**config.mk**
```make
export PLATFORM = sky130hd
export DESIGN_NAME = day_of_year_decoder_flat
export DESIGN_NICKNAME = d
export VERILOG_FILES = /design/src/rtl/day_of_year_decoder_pkg.sv /design/src/rtl/day_of_year_decoder_if.sv /design/src/rtl/day_of_year_decoder_month_length_lut.sv /design/src/rtl/day_of_year_decoder.sv /design/src/flat_wrapper.sv
export SDC_FILE = /design/constraint.sdc
export NUM_CORES = 1
export LEC_CHECK = 0
export BUFFER_PORTS_ARGS = -buffer_cell sky130_fd_sc_hd__buf_4
export CORE_ASPECT_RATIO = 1.1
export CORE_MARGIN = 2
export CORE_UTILIZATION = 54
export CTS_CLUSTER_SIZE = 8
export DETAILED_ROUTE_END_ITERATION = 7
export PLACE_DENSITY = 0.82
export SETUP_SLACK_MARGIN = 0.4
export SYNTH_ARGS = -nofsm -noshare
export SYNTH_HDL_FRONTEND = slang
export SYNTH_SLANG_ARGS = --single-unit
export TNS_END_PERCENT = 5
```
**constraint.sdc**
```tcl
create_clock -name clk -period 4.3 [get_ports clk]
set_input_delay 0.86 -clock clk [delete_from_list [all_inputs] [get_ports clk]]
set_output_delay 0.86 -clock clk [all_outputs]
set_load 0.02 [all_outputs]
```
**src/rtl/day_of_year_decoder_pkg.sv**
```systemverilog
// Shared calendar constants and the decoder state encoding.
package day_of_year_decoder_pkg;

  localparam logic [3:0] MONTH_JAN = 4'd1;
  localparam logic [3:0] MONTH_FEB = 4'd2;
  localparam logic [3:0] MONTH_MAR = 4'd3;
  localparam logic [3:0] MONTH_APR = 4'd4;
  localparam logic [3:0] MONTH_MAY = 4'd5;
  localparam logic [3:0] MONTH_JUN = 4'd6;
  localparam logic [3:0] MONTH_JUL = 4'd7;
  localparam logic [3:0] MONTH_AUG = 4'd8;
  localparam logic [3:0] MONTH_SEP = 4'd9;
  localparam logic [3:0] MONTH_OCT = 4'd10;
  localparam logic [3:0] MONTH_NOV = 4'd11;
  localparam logic [3:0] MONTH_DEC = 4'd12;

  localparam logic [8:0] DAYS_NORMAL = 9'd365;
  localparam logic [8:0] DAYS_LEAP   = 9'd366;
  localparam int unsigned YEAR_MAX   = 99;

  typedef enum logic {
    IDLE = 1'b0,
    RUN  = 1'b1
  } state_t;

endpackage

```
**src/rtl/day_of_year_decoder_if.sv**
```systemverilog
// Request/result bundle between the scheduler side (master) and the decoder (slave).
interface day_of_year_decoder_if;

  logic       start;
  logic [6:0] year;
  logic [8:0] yday;
  logic       ready;
  logic       busy;
  logic       done;
  logic       error;
  logic [6:0] month;
  logic [4:0] day;

  modport master (
    output start, year, yday,
    input  ready, busy, done, error, month, day
  );

  modport slave (
    input  start, year, yday,
    output ready, busy, done, error, month, day
  );

endinterface

```
**src/rtl/day_of_year_decoder_month_length_lut.sv**
```systemverilog
// Days in month m (1..12) for a normal or leap year; 0 for any other m.
module day_of_year_decoder_month_length_lut
  import day_of_year_decoder_pkg::*;
(
  input  logic [3:0] m,
  input  logic       leap,
  output logic [4:0] len
);

  // Pure table lookup of month length.
  always_comb begin
    // NOTE: a default before the case keeps every path assigned, so no latch is inferred.
    len = 5'd0;
    case (m)
      MONTH_JAN, MONTH_MAR, MONTH_MAY, MONTH_JUL,
      MONTH_AUG, MONTH_OCT, MONTH_DEC:            len = 5'd31;
      MONTH_APR, MONTH_JUN, MONTH_SEP, MONTH_NOV: len = 5'd30;
      MONTH_FEB:                                  len = leap ? 5'd29 : 5'd28;
      default:                                    len = 5'd0;
    endcase
  end

endmodule

```
**src/rtl/day_of_year_decoder.sv**
```systemverilog
// Iterative day-of-year to month/day decoder: subtracts one month length per
// cycle until the remainder fits in the current month.
module day_of_year_decoder #(
  parameter int unsigned YEAR_MAX = day_of_year_decoder_pkg::YEAR_MAX
) (
  input logic                   clk,
  input logic                   rst,
  day_of_year_decoder_if.slave  bus
);

  import day_of_year_decoder_pkg::*;

  state_t     state_q, state_d;
  logic [8:0] rem_q, rem_d;
  logic [3:0] m_q, m_d;
  logic       leap_q, leap_d;
  logic       busy_q, busy_d;
  logic       done_q, done_d;
  logic       error_q, error_d;
  logic [6:0] month_q, month_d;
  logic [4:0] day_q, day_d;

  logic [4:0] len;
  logic       start_leap;
  logic [8:0] yday_limit;
  logic       start_bad;

  // Leap is latched at start, so the table only ever sees a registered bit.
  day_of_year_decoder_month_length_lut u_month_length_lut (
    .m    (m_q),
    .leap (leap_q),
    .len  (len)
  );

  assign start_leap = (bus.year[1:0] == 2'b00);
  assign yday_limit = start_leap ? DAYS_LEAP : DAYS_NORMAL;
  assign start_bad  = ({25'd0, bus.year} > YEAR_MAX) ||
                      (bus.yday == 9'd0) ||
                      (bus.yday > yday_limit);

  // Next-state and datapath update: accept/validate in IDLE, peel months in RUN.
  always_comb begin
    state_d = state_q;
    rem_d   = rem_q;
    m_d     = m_q;
    leap_d  = leap_q;
    busy_d  = busy_q;
    done_d  = 1'b0;
    error_d = error_q;
    month_d = month_q;
    day_d   = day_q;

    case (state_q)
      IDLE: begin
        if (bus.start) begin
          leap_d  = start_leap;
          error_d = 1'b0;
          if (start_bad) begin
            error_d = 1'b1;
            month_d = 7'd0;
            day_d   = 5'd0;
            done_d  = 1'b1;
          end else begin
            rem_d   = bus.yday;
            m_d     = MONTH_JAN;
            busy_d  = 1'b1;
            state_d = RUN;
          end
        end
      end

      RUN: begin
        if (rem_q <= {4'd0, len}) begin
          month_d = {3'd0, m_q};
          day_d   = rem_q[4:0];
          done_d  = 1'b1;
          busy_d  = 1'b0;
          state_d = IDLE;
        end else if (m_q >= MONTH_DEC) begin
          // Unreachable after input validation; bail out rather than run past December.
          error_d = 1'b1;
          month_d = 7'd0;
          day_d   = 5'd0;
          done_d  = 1'b1;
          busy_d  = 1'b0;
          state_d = IDLE;
        end else begin
          rem_d = rem_q - {4'd0, len};
          m_d   = m_q + 4'd1;
        end
      end

      default: begin
        busy_d  = 1'b0;
        state_d = IDLE;
      end
    endcase
  end

  // State and datapath registers; reset abandons any decode in flight.
  always_ff @(posedge clk or posedge rst) begin
    // NOTE: non-blocking assignments so every register samples pre-edge values.
    if (rst) begin
      state_q <= IDLE;
      rem_q   <= 9'd0;
      m_q     <= 4'd0;
      leap_q  <= 1'b0;
      busy_q  <= 1'b0;
      done_q  <= 1'b0;
      error_q <= 1'b0;
      month_q <= 7'd0;
      day_q   <= 5'd0;
    end else begin
      state_q <= state_d;
      rem_q   <= rem_d;
      m_q     <= m_d;
      leap_q  <= leap_d;
      busy_q  <= busy_d;
      done_q  <= done_d;
      error_q <= error_d;
      month_q <= month_d;
      day_q   <= day_d;
    end
  end

  assign bus.ready = ~busy_q;
  assign bus.busy  = busy_q;
  assign bus.done  = done_q;
  assign bus.error = error_q;
  assign bus.month = month_q;
  assign bus.day   = day_q;

endmodule

```
**src/flat_wrapper.sv**
```systemverilog
// flat-port wrapper written by rule: the top's interface ports become plain ports
module day_of_year_decoder_flat import day_of_year_decoder_pkg::*;
#(
  parameter int unsigned YEAR_MAX = day_of_year_decoder_pkg::YEAR_MAX
)
  (clk, rst, bus_start, bus_year, bus_yday, bus_ready, bus_busy, bus_done, bus_error, bus_month, bus_day);
  day_of_year_decoder_if bus_i ();
  input logic clk;
  input logic rst;
  input wire logic [$bits(bus_i.start)-1:0] bus_start;
  input wire logic [$bits(bus_i.year)-1:0] bus_year;
  input wire logic [$bits(bus_i.yday)-1:0] bus_yday;
  output wire logic [$bits(bus_i.ready)-1:0] bus_ready;
  output wire logic [$bits(bus_i.busy)-1:0] bus_busy;
  output wire logic [$bits(bus_i.done)-1:0] bus_done;
  output wire logic [$bits(bus_i.error)-1:0] bus_error;
  output wire logic [$bits(bus_i.month)-1:0] bus_month;
  output wire logic [$bits(bus_i.day)-1:0] bus_day;
  assign bus_i.start = bus_start;
  assign bus_i.year = bus_year;
  assign bus_i.yday = bus_yday;
  assign bus_ready = bus_i.ready;
  assign bus_busy = bus_i.busy;
  assign bus_done = bus_i.done;
  assign bus_error = bus_i.error;
  assign bus_month = bus_i.month;
  assign bus_day = bus_i.day;
  day_of_year_decoder #(.YEAR_MAX(YEAR_MAX)) u_core (.clk(clk), .rst(rst), .bus(bus_i));
endmodule
```
==> impl_metrics.yaml <==
run_status:
  status: "finished clean"
routing:
  route.vias.total: 1474
  antenna_left: 0
  drcViolationCount: 0
  wire_per_inst_um: 15.0
  wirelength_um: 3710
  dr.pass1.iters: 4
  drtIter0Drc: 77
  vias_per_cell: 5.97
final_layout:
  num_antenna_cells: 0
  area.growth.synth_to_final_pct: 14.6
  area.sequential_um2: 676
  fillCellCount: 251
  final_nets: 245
  multi_input_area_um2: 930
  drive_above_1_share_pct: 19.7
  fin_area_um2: 1960
setup_path:
  worstSetupEndpointType: "flip-flop"
  regToRegSetupSlack_ns: 0.80
  start_kind: "flip-flop"
  r2r_end: "u_core.rem_q[6]$_DFFE_PP0P_"
  worst-r2r-cell-count: 13
  cp_cell_sequence: "inv_1 -> ha_1 -> or3_1 -> a21oi_1 -> nor2_1 -> a21oi_1 -> ha_1 -> nor2_1 -> a211oi_1 -> o211a_2 -> a2bb2oi_4 -> a21oi_1 -> o22a_1"
  required_ns: 4.54
  worst_ep_arrival_time_ns: 3.74
  slowest_delay_ns: 0.52
  cp-endpoint: "u_core.rem_q[6]$_DFFE_PP0P_"
  crit_slowest_cell: "a2bb2oi_4"
  cp_common_cell: "a21oi_1"
  worstSetupStartpoint: "u_core.m_q[1]$_DFFE_PP0P_"
  timing.rr.start: "u_core.m_q[1]$_DFFE_PP0P_"
  path_class: "reg -> reg"
  cp_max_fo: 24
timing:
  tightest_slew_ns: 1.04
  period_needed_ns: 3.50
  slew_violations: 0
  fin_worst_skew_ns: 0.00372
  setup_tns_ns: 0
  relSlewSlack_pct: 30.5
  finalHoldViolCount: 0
  finalSetupViolations: 0
  rsz0062_at_grt: "no"
  max_freq_mhz: 285
  final.period_utilization_pct: 81.5
floorplan:
  die_h_um: 63.0
  die_w_um: 57.6
  ios: 35
  num_rows: 21
  die_area_um2: 3630
  start_util_pct: 56.5
  coreArea_um2: 3020
clock_tree:
  cts_hold_buf: 0
  cts.sinks: 27
  clockRootBuffer: "clkbuf_4"
  cts.repair.resized: 0
  clockBufferDepth: 2
  clkLatencyLatePin_ns: 0.33
  htree_num_levels: 1
  cts_buffers: 3
  clkSlewWorstSetupHoldPaths_ns: 0.15
  tritoncts: "done"
  postCtsSetupRepairBufs: 0
synth:
  netlist_area_um2: 1710
  ys_seq_area_share_pct: 39.6
  synth_fa_ha_area_share_pct: 9.23
  ys_warn_count: 0
  synth_mux_area_share_pct: 1.76
  synth_top_family_by_area: "compound AO/OA/AOI/OAI gates"
  synth_compound_area_share_pct: 24.0
  syn_area_per_cell_um2: 9.23
  synthDistinctLibCells: 46
  synth-seq-cells: 27
  synth_simple_gate_area_share_pct: 18.3
  netlist_instances: 185
  synth_xor_area_share_pct: 0.513
min_path:
  holdCritPathClass: "reg -> reg"
global_routing:
  grtUsageTotal_pct: 22.3
  grt_max_degree: 28
  grt-busiest-layer: "met2"
  grt_pass1_wl_um: 6440
  met1_usage_pct: 27.9
  use_met2_pct: 36.9
  gr-total-overflow: 0
  met3_usage_pct: 3.11
  grt_antenna_before_repair: 0
  first_global_vias: 1507
placed_design:
  placement.cell_area_um2: 1930
  post-dp-hpwl_um: 2900
  gp_congestion: 0.847
  portBuffers: 31
power_and_ir_drop:
  powerDensity_nw_per_um2: 914
  peakVddDrop_mv: 0.627
  total_power_mw: 1.79
  power.leakage_nw: 0.958
job:
  max_cap_viol_count: 0
where the power goes:
part           internal, mW  total, mW  switching [mW]
registers             0.373      0.487           0.114
logic                 0.517       1.19           0.674
clock network        0.0350      0.112          0.0768
total                 0.924       1.79           0.865
cell usage in the layout, fill, tap and decap left out, types with 5 or more instances in the layout:
master	count
a21oi_1	15
a22o_1	9
buf_4	31
dfrtp_1	27
ha_1	11
inv_1	12
nand2_1	14
nand3_1	5
nor2_1	13
nor2b_1	5
nor3_1	5
o21ai_0	6
o21ai_1	11
worst min-delay path by stage:
stage	startpoint	cells after the start	endpoint	slack (ns)
floorplan	u_core.leap_q$_DFFE_PP0P_	2	u_core.leap_q$_DFFE_PP0P_	0.45
global placement	u_core.bus.month[3]$_DFFE_PP0P_	1	u_core.bus.month[3]$_DFFE_PP0P_	0.48
detailed placement	u_core.bus.day[1]$_DFFE_PP0P_	1	u_core.bus.day[1]$_DFFE_PP0P_	0.48
CTS	u_core.rem_q[8]$_DFFE_PP0P_	2	u_core.rem_q[8]$_DFFE_PP0P_	0.52
global route	u_core.bus.day[3]$_DFFE_PP0P_	1	u_core.bus.day[3]$_DFFE_PP0P_	0.54
finish	u_core.rem_q[8]$_DFFE_PP0P_	2	u_core.rem_q[8]$_DFFE_PP0P_	0.51
cells in the mapped netlist, drive strengths merged:
master / number / area [um^2]
a2111oi: 1 / 8.76
a211o: 1 / 8.76
a211oi: 2 / 15.0
a21boi: 2 / 26.3
a21o: 1 / 7.51
a21oi: 16 / 83.8
a22o: 9 / 78.8
a22oi: 1 / 7.51
a2bb2oi: 1 / 26.3
and2: 2 / 12.5
and3: 1 / 6.26
buf: 7 / 53.8
clkbuf: 2 / 7.51
conb: 1 / 3.75
dfrtp: 27 / 676
fa: 1 / 20.0
ha: 11 / 138
inv: 13 / 48.8
mux2i: 3 / 30.0
nand2: 14 / 52.6
nand2b: 5 / 38.8
nand3: 5 / 25.0
nand3b: 1 / 7.51
nor2: 13 / 48.8
nor2b: 5 / 31.3
nor3: 5 / 25.0
nor3b: 1 / 7.51
nor4: 3 / 18.8
o2111ai: 1 / 8.76
o211a: 1 / 10.0
o21a: 1 / 7.51
o21ai: 17 / 85.1
o22a: 3 / 26.3
o311ai: 1 / 8.76
or2: 1 / 6.26
or3: 4 / 25.0
or4: 1 / 7.51
xnor2: 1 / 8.76
stage by stage:
stage               util [%]  hold slack (ns)  worst slack [ns]  cells
global route            64.8            0.540             0.470    247
floorplan                  -            0.446              1.32    187
finish                  64.8            0.514             0.796    247
CTS                     64.8            0.523             0.821    247
global placement        63.9            0.483              1.04    243
detailed placement      63.9            0.482             0.853    243
layer usage:
| metal | routed length, um | part of all wire (%) |
|---|---|---|
| met5 | 0 | 0 |
| met2 | 1830 | 49 |
| met3 | 158 | 4.3 |
| met4 | 124 | 3.3 |
| met1 | 1590 | 43 |
final cells by class:
type	instances	area share, %
multi-input cells	138	47.5
well taps	34	2.17
repair buffers	31	11.9
flip-flops and latches	27	34.5
clock buffers	3	1.15
clock inverters	1	0.256
inverters	13	2.49
critical path: cells and delay by family (launching register included):
| family | cells | cell delay (ns) |
|---|---|---|
| buffers and inverters | 1 | 0.09 |
| flip-flops | 1 | 0.46 |
| AND/OR/NAND/NOR | 3 | 0.64 |
| AO/OA/AOI/OAI | 7 | 1.65 |
| adder cells (fa/ha/maj) | 2 | 0.57 |
flip-flops by register name, summed over array words and instances, names as in the netlist:
name,cells
u_core.bus.busy,1
u_core.leap_q,1
u_core.bus.done,1
u_core.bus.month,4
u_core.rem_q,9
u_core.state_q,1
u_core.bus.error,1
u_core.m_q,4
u_core.bus.day,5
cell families (layout without fill, tap and decap cells):
group	Yosys count	count (layout)
and+or+nand+nor	61	61
AOI/OAI and AO/OA	58	58
DFF	27	27
buffers and inverters	22	48
adders and majority gates	12	12
muxes	3	3
other	1	3
xor gates and xnor gates	1	1
Note: power is estimated with default switching activity, not from simulation.
